==> src/rtl/weather_event_logger.sv <==
// weather_event_logger: timestamps each change of the detector result bus into a FWFT FIFO and keeps min/max/overflow stats
// Ports: CLK, Reset (async, active-high); din = detector result bus; rd_en pops the FIFO head;
// clear_stats clears min/max/stats_valid/overflow; dout = {timestamp, value} head (0 while empty);
// empty/full/level = FIFO occupancy; overflow = sticky drop flag; min_val/max_val/stats_valid = event statistics.
module weather_event_logger #(
  parameter int DEPTH = 8,
  parameter int AW    = 3,
  parameter int TSW   = 8
) (
  input  logic             CLK,
  input  logic             Reset,
  input  logic [7:0]       din,
  input  logic             rd_en,
  input  logic             clear_stats,
  output logic [TSW+7:0]   dout,
  output logic             empty,
  output logic             full,
  output logic [AW:0]      level,
  output logic             overflow,
  output logic [7:0]       min_val,
  output logic [7:0]       max_val,
  output logic             stats_valid
);
  logic [7:0]     prev;
  logic [TSW-1:0] ts;
  logic [TSW+7:0] mem [DEPTH];
  logic [AW-1:0]  wp, rp;
  logic           ev, pop, push, drop;
  logic [AW:0]    level_n;
  assign ev      = din != prev;
  assign pop     = rd_en & ~empty;
  // a pop in the same cycle frees the slot a full FIFO would otherwise lack
  assign push    = ev & (~full | pop);
  assign drop    = ev & full & ~pop;
  assign level_n = level + (AW+1)'(push) - (AW+1)'(pop);
  assign dout    = empty ? '0 : mem[rp];
  always_ff @(posedge CLK or posedge Reset) begin
    if (Reset) begin
      prev        <= '0;
      ts          <= '0;
      wp          <= '0;
      rp          <= '0;
      level       <= '0;
      empty       <= 1'b1;
      full        <= 1'b0;
      overflow    <= 1'b0;
      min_val     <= 8'hFF;
      max_val     <= 8'h00;
      stats_valid <= 1'b0;
    end else begin
      prev        <= din;
      ts          <= ts + 1'b1;
      if (push) wp <= wp + 1'b1;
      if (pop) rp <= rp + 1'b1;
      level       <= level_n;
      empty       <= level_n == '0;
      full        <= level_n == (AW+1)'(DEPTH);
      overflow    <= drop | (overflow & ~clear_stats);
      // a clear coinciding with an event restarts the statistics from that event
      min_val     <= clear_stats ? (ev ? din : 8'hFF) : (ev && din < min_val ? din : min_val);
      max_val     <= clear_stats ? (ev ? din : 8'h00) : (ev && din > max_val ? din : max_val);
      stats_valid <= ev | (stats_valid & ~clear_stats);
    end
  end
  always_ff @(posedge CLK) if (push) mem[wp] <= {ts, din};
endmodule
==> config.mk <==
export PLATFORM = sky130hd
export DESIGN_NAME = weather_event_logger
export DESIGN_NICKNAME = d
export VERILOG_FILES = /design/src/rtl/weather_event_logger.sv
export SDC_FILE = /design/constraint.sdc
export NUM_CORES = 1
export LEC_CHECK = 0
export CORE_MARGIN = 2
export CORE_UTILIZATION = 40
export DETAILED_ROUTE_END_ITERATION = 6
export HOLD_SLACK_MARGIN = 0.15
export MAX_ROUTING_LAYER = met4
export PLACE_DENSITY = 0.6
export SLEW_MARGIN = 20
export SYNTH_ARGS = -nofsm -noshare
export SYNTH_HDL_FRONTEND = slang
export SYNTH_SLANG_ARGS = --single-unit
==> constraint.sdc <==
create_clock -name CLK -period 9.72 [get_ports CLK]
set_clock_uncertainty 0.1 [all_clocks]
set_input_delay 1.944 -clock CLK [delete_from_list [all_inputs] [get_ports CLK]]
set_output_delay 1.944 -clock CLK [all_outputs]
set_load 0.01 [all_outputs]
After elaboration in Yosys (flattened, before gate mapping):

Memories as Yosys holds them, arrays and structs flattened.
Cells that the tools add are included.

* equality and inequality tests: 2
* magnitude comparators: 2
* bitwise operators: 13
* add/subtract/negate cells: 5
* multiplexer cells: 9
* reductions and logical operators: 5

Operators by type and width (count)
* two-way mux 8 bit: 6
* two-way mux 16 bit: 1
* adder 8 x 1 -> 8 bit (second input constant): 1
* > comparator 8 bit: 1
* less-than comparator 8 bit: 1
* inequality test 8 bit: 1
* adder 3 x 1 -> 3 bit (second input constant): 2
* AND 1 bit: 6
* adder 4 x 1 -> 4 bit: 1
* == test 4 bit (second input constant): 1
* logical NOT 4 bit: 1
* inverter 1 bit: 4
* nonzero test 2 bit: 2
* subtractor 4 x 1 -> 4 bit: 1
* OR 1 bit: 3
* logical AND 1 bit: 2
* two-way mux 1 bit: 2

* bits in registers: 46
* logic and storage cells: 48
* input port bits: 12
* memories: 1
* output and inout port bits: 40
* RAM bits: 128

Memory list
* mem: depth 8, width 16, rd ports 1, clocked after Yosys merged registers in 0, write ports 1, line 26 `logic [TSW+7:0] mem [DEPTH];`

Logic depth before layout (Yosys ltp):

* word-level depth: 7
* depth in mapped cells: 13
* gate-level depth less buffers: 12

Worst setup path before layout:

Ideal clock, no wire load.

* path type: input port to flip-flop
* start: in din[5]
* end: mem mem[2][0] (netlist name) (enable)
* arrival time: 4313 ps
* cell stages on the path: 6
* buffers on the path: 1
* setup slack: 4870 ps
* setup time: 436 ps
* data required time: 9184 ps
* cell sequence: xnor2_1 > nand4_1 > or2_1 > buf_6 > nand2_2 > nor4b_1

* word-level cells in the longest chain between the ends: 4

Ends and longest elaborated chain
* start: declaration: line 12 `input logic [7:0] din,`
* inequality test 8 bit: line 30 `assign ev = din != prev;`
* AND 1 bit: line 33 `assign push = ev & (~full | pop);`
* two-way mux 1 bit: line 65 `always_ff @(posedge CLK) if (push) mem[wp] <= {ts, din};`
* two-way mux 1 bit (not written as such): line 65
* end: declaration: line 26

No other way between the ends.

Final worst setup path:

* start: in din[3]
* end: reg full

* word-level cells in the longest chain between the ends: 5

Ends and longest elaborated chain
* inequality test 8 bit: line 30
* AND 1 bit: line 33
* adder 4 x 1 -> 4 bit: line 35 `assign level_n = level + (AW+1)'(push) - (AW+1)'(pop);`
* subtractor 4 x 1 -> 4 bit: line 35
* net level_n[1]: line 29 `logic [AW:0] level_n;`
* == test 4 bit: line 57 `full <= level_n == (AW+1)'(DEPTH);`
* end signal: assignment: line 57
* end: declaration: line 17 `output logic full,`

The timed path passes the listed nets, and every way through them passes these cells.
A chain may end at the register's enable or synchronous reset.

==> results_dict.tcl <==
set metrics [dict create \
    drtPass1Iterations 4 \
    syn_nets 445 \
    criticalPathCategory "in2reg" \
    synth_seq_cells 174 \
    critical_path_buf_inv_count 4 \
    finalHoldViolCount 0 \
    die_area_mm2 0.0193 \
    ant_nets 0 \
    drc 0 \
    outcome "completed" \
    cts_tree "yes" \
    via_per_inst 5.27 \
    drv_cap 0 \
    clk_path_buf_depth 2 \
    holdPathStages 2 \
    crit_path_start_kind "input port" \
    antenna_found_initial 0 \
    core-area_mm2 0.0179 \
    die_w_um 139 \
    timing.hold.worst.start "stats_valid" \
    synth_edf_count 128 \
    wl_um 14500 \
    worst_pin_slew_ps 1070 \
    cts.repair.resized 0 \
    r2r_cells 11 \
    hold_buffers 0 \
    cts_inserted_buffers 17 \
    final_cell_mix "edfxtp_1 (128), clkdlybuf4s50_1 (51), dfrtp_1 (34)" \
    worstPathArrival_ps 5280 \
    period_needed_ps 5030 \
    mostFrequentLayoutCell "edfxtp_1" \
    hold_path.class "reg2reg" \
    gp_congestion 0.731 \
    insertion_delay_ps 420 \
    drt_iter0_markers 253 \
    period_share_pct 51.7 \
    use_met1_pct 20.3 \
    final_nets 507 \
    power.density_mw_per_mm2 296 \
    fmax_ghz 0.199 \
    cp_common_cell "inv_1" \
    vdd_drop_max_mv 0.138 \
    overflow 0 \
    portBuffers 51 \
    wl_per_cell_um 20.3 \
    reg2reg_setup_slack_ps 6510 \
    diodes 0 \
    post_cts_buffers 0 \
    setup_viol 0 \
    ioPinCount 52 \
    grt_pass1_wl_um 22900 \
    grtUsageTotal_pct 16.3 \
    worst_hold_path.endpoint "stats_valid" \
    slowest_delay_ps 840 \
    path_clk_slew_ps 60 \
    power.leakage_uw 0.00316 \
    critPathSlowestCell "clkdlybuf4s50_1" \
    grt_max_degree 47 \
    grt_pass1_vias 3964 \
    r2r_end "full" \
    holdWs_ps 435 \
    cp_max_fo 14 \
    crit_family "simple AND/OR/NAND/NOR gates" \
    synth_cell_types 47 \
    netlist_area_mm2 0.00727 \
    grt_busiest_layer "met2" \
    grt_setup_unrepaired "no" \
    path_cells "clkdlybuf4s50_1 -> xnor2_1 -> nand4_1 -> or2_1 -> nand2_2 -> ha_1 -> inv_1 -> ha_1 -> inv_1 -> fa_1 -> inv_1 -> or3_1 -> nor2b_1" \
    nFillCells 1503 \
    relSlewSlack_pct 28.3 \
    cp.required_ps 9980 \
    synthArstFlopShare_pct 26.4 \
    setup_tns_ps 0 \
    htree_num_levels 4 \
    hpwl_um 8630 \
    met3_usage_pct 3.35 \
    ys.warnings.count 0 \
    yosysSeqAreaShare_pct 68.9 \
    ys.flop_type "edfxtp_1" \
    drive_above_1_share_pct 21.0 \
    maxSlewViolCount 0 \
    start_util_pct 40.6 \
    vias 3764 \
    r2r_start "empty" \
    syn_avg_cell_area_um2 17.7 \
    worstSetupEndpointType "flop" \
    syn_inst 410 \
    area_delta_synth_final_pct 19.6 \
    met2_usage_pct 26.8 \
    root_buffer "clkbuf_16" \
    row_count 49 \
    clock_sinks 174 \
    die_y_um 139 \
]
synth_stat cells (3+ instances only):
| cell type | instances | area share, % |
|---|---|---|
| ha_1 | 22 | 3.8 |
| nand2b_1 | 3 | 0.26 |
| o21ai_0 | 3 | 0.21 |
| mux2i_1 | 16 | 2.2 |
| o32ai_2 | 8 | 1.8 |
| inv_1 | 34 | 1.8 |
| clkbuf_1 | 7 | 0.36 |
| a21oi_1 | 6 | 0.41 |
| buf_4 | 3 | 0.31 |
| buf_2 | 4 | 0.28 |
| nand3_1 | 4 | 0.28 |
| nor2_1 | 20 | 1.0 |
| dfrtp_1 | 37 | 13 |
| xnor2_1 | 19 | 2.3 |
| o32a_1 | 8 | 1.1 |
| edfxtp_1 | 128 | 53 |
| dfstp_2 | 9 | 3.3 |
| nand2_1 | 8 | 0.41 |
| mux4_2 | 32 | 9.9 |
| nand4_1 | 6 | 0.52 |
registers in the layout (all words and copies together), names as in the netlist, 3 cells and up:
register / cells
level: 4
max_val: 8
mem: 128
min_val: 8
prev: 8
rp: 3
ts: 8
wp: 3
layout make-up:
class | count | area [µm²] | share of cell area [%]
Clock buffer | 20 | 437 | 5.03
Clock inverter | 12 | 144 | 1.66
Inverter | 34 | 128 | 1.47
Multi-Input combinational cell | 186 | 2110 | 24.3
Sequential cell | 174 | 5010 | 57.7
Tap cell | 229 | 287 | 3.30
Timing Repair Buffer | 59 | 571 | 6.57
through the flow:
stage	cell area [µm²]	utilization, %	setup WS, ps	power [µW]	cells
after floorplan	7270	-	4870	1580	410
after global placement	8110	45.3	4330	1930	682
after detailed placement	8110	45.3	4220	1940	682
after CTS	8690	48.5	4670	2620	714
after global routing	8690	48.5	4430	2710	714
final	8690	48.5	4690	2580	714
power by group:
part / leakage [µW] / internal, µW / switching [µW]
sequential: 0.00173 / 981 / 123
combinational: 0.00116 / 416 / 385
clock: 0.000275 / 401 / 269
cell families (layout without fill, tap and decap cells):
logic type               after synthesis  after routing  share of synthesized area (%)
multiplexers                          49             49                           12.3
buffers and inverters                 50            125                           2.91
AO/OA/AOI/OAI                         37             37                           5.46
adder cells (fa/ha/maj)               23             23                           4.06
XOR/XNOR                              21             21                           2.53
flip-flops                           174            174                           68.9
AND/OR/NAND/NOR                       56             56                           3.89
per-layer routing:
metal  up-vias  routed length, µm  share of wire, %
li1       1703                  -                 -
met1      1972               6290                43
met2        69               7530                52
met3        20                416               2.9
met4         0                280               1.9
met5         -                  0                 0
worst max path at each step:
stage | from | endpoint | slack, ps | cells after the start
floorplan | din[5] | mem[2][0] | 4870 | 6
global placement | din[1] | full | 4330 | 13
detailed placement | din[1] | full | 4220 | 13
CTS | din[1] | full | 4670 | 13
global route | din[3] | empty | 4430 | 13
finish | din[3] | full | 4690 | 13
tightest hold or removal path, stage by stage (launching register included):
cell	delay, ps
dfrtp_1	380
inv_1	50
o21ai_0	60
(Power assumes the default switching activity.)
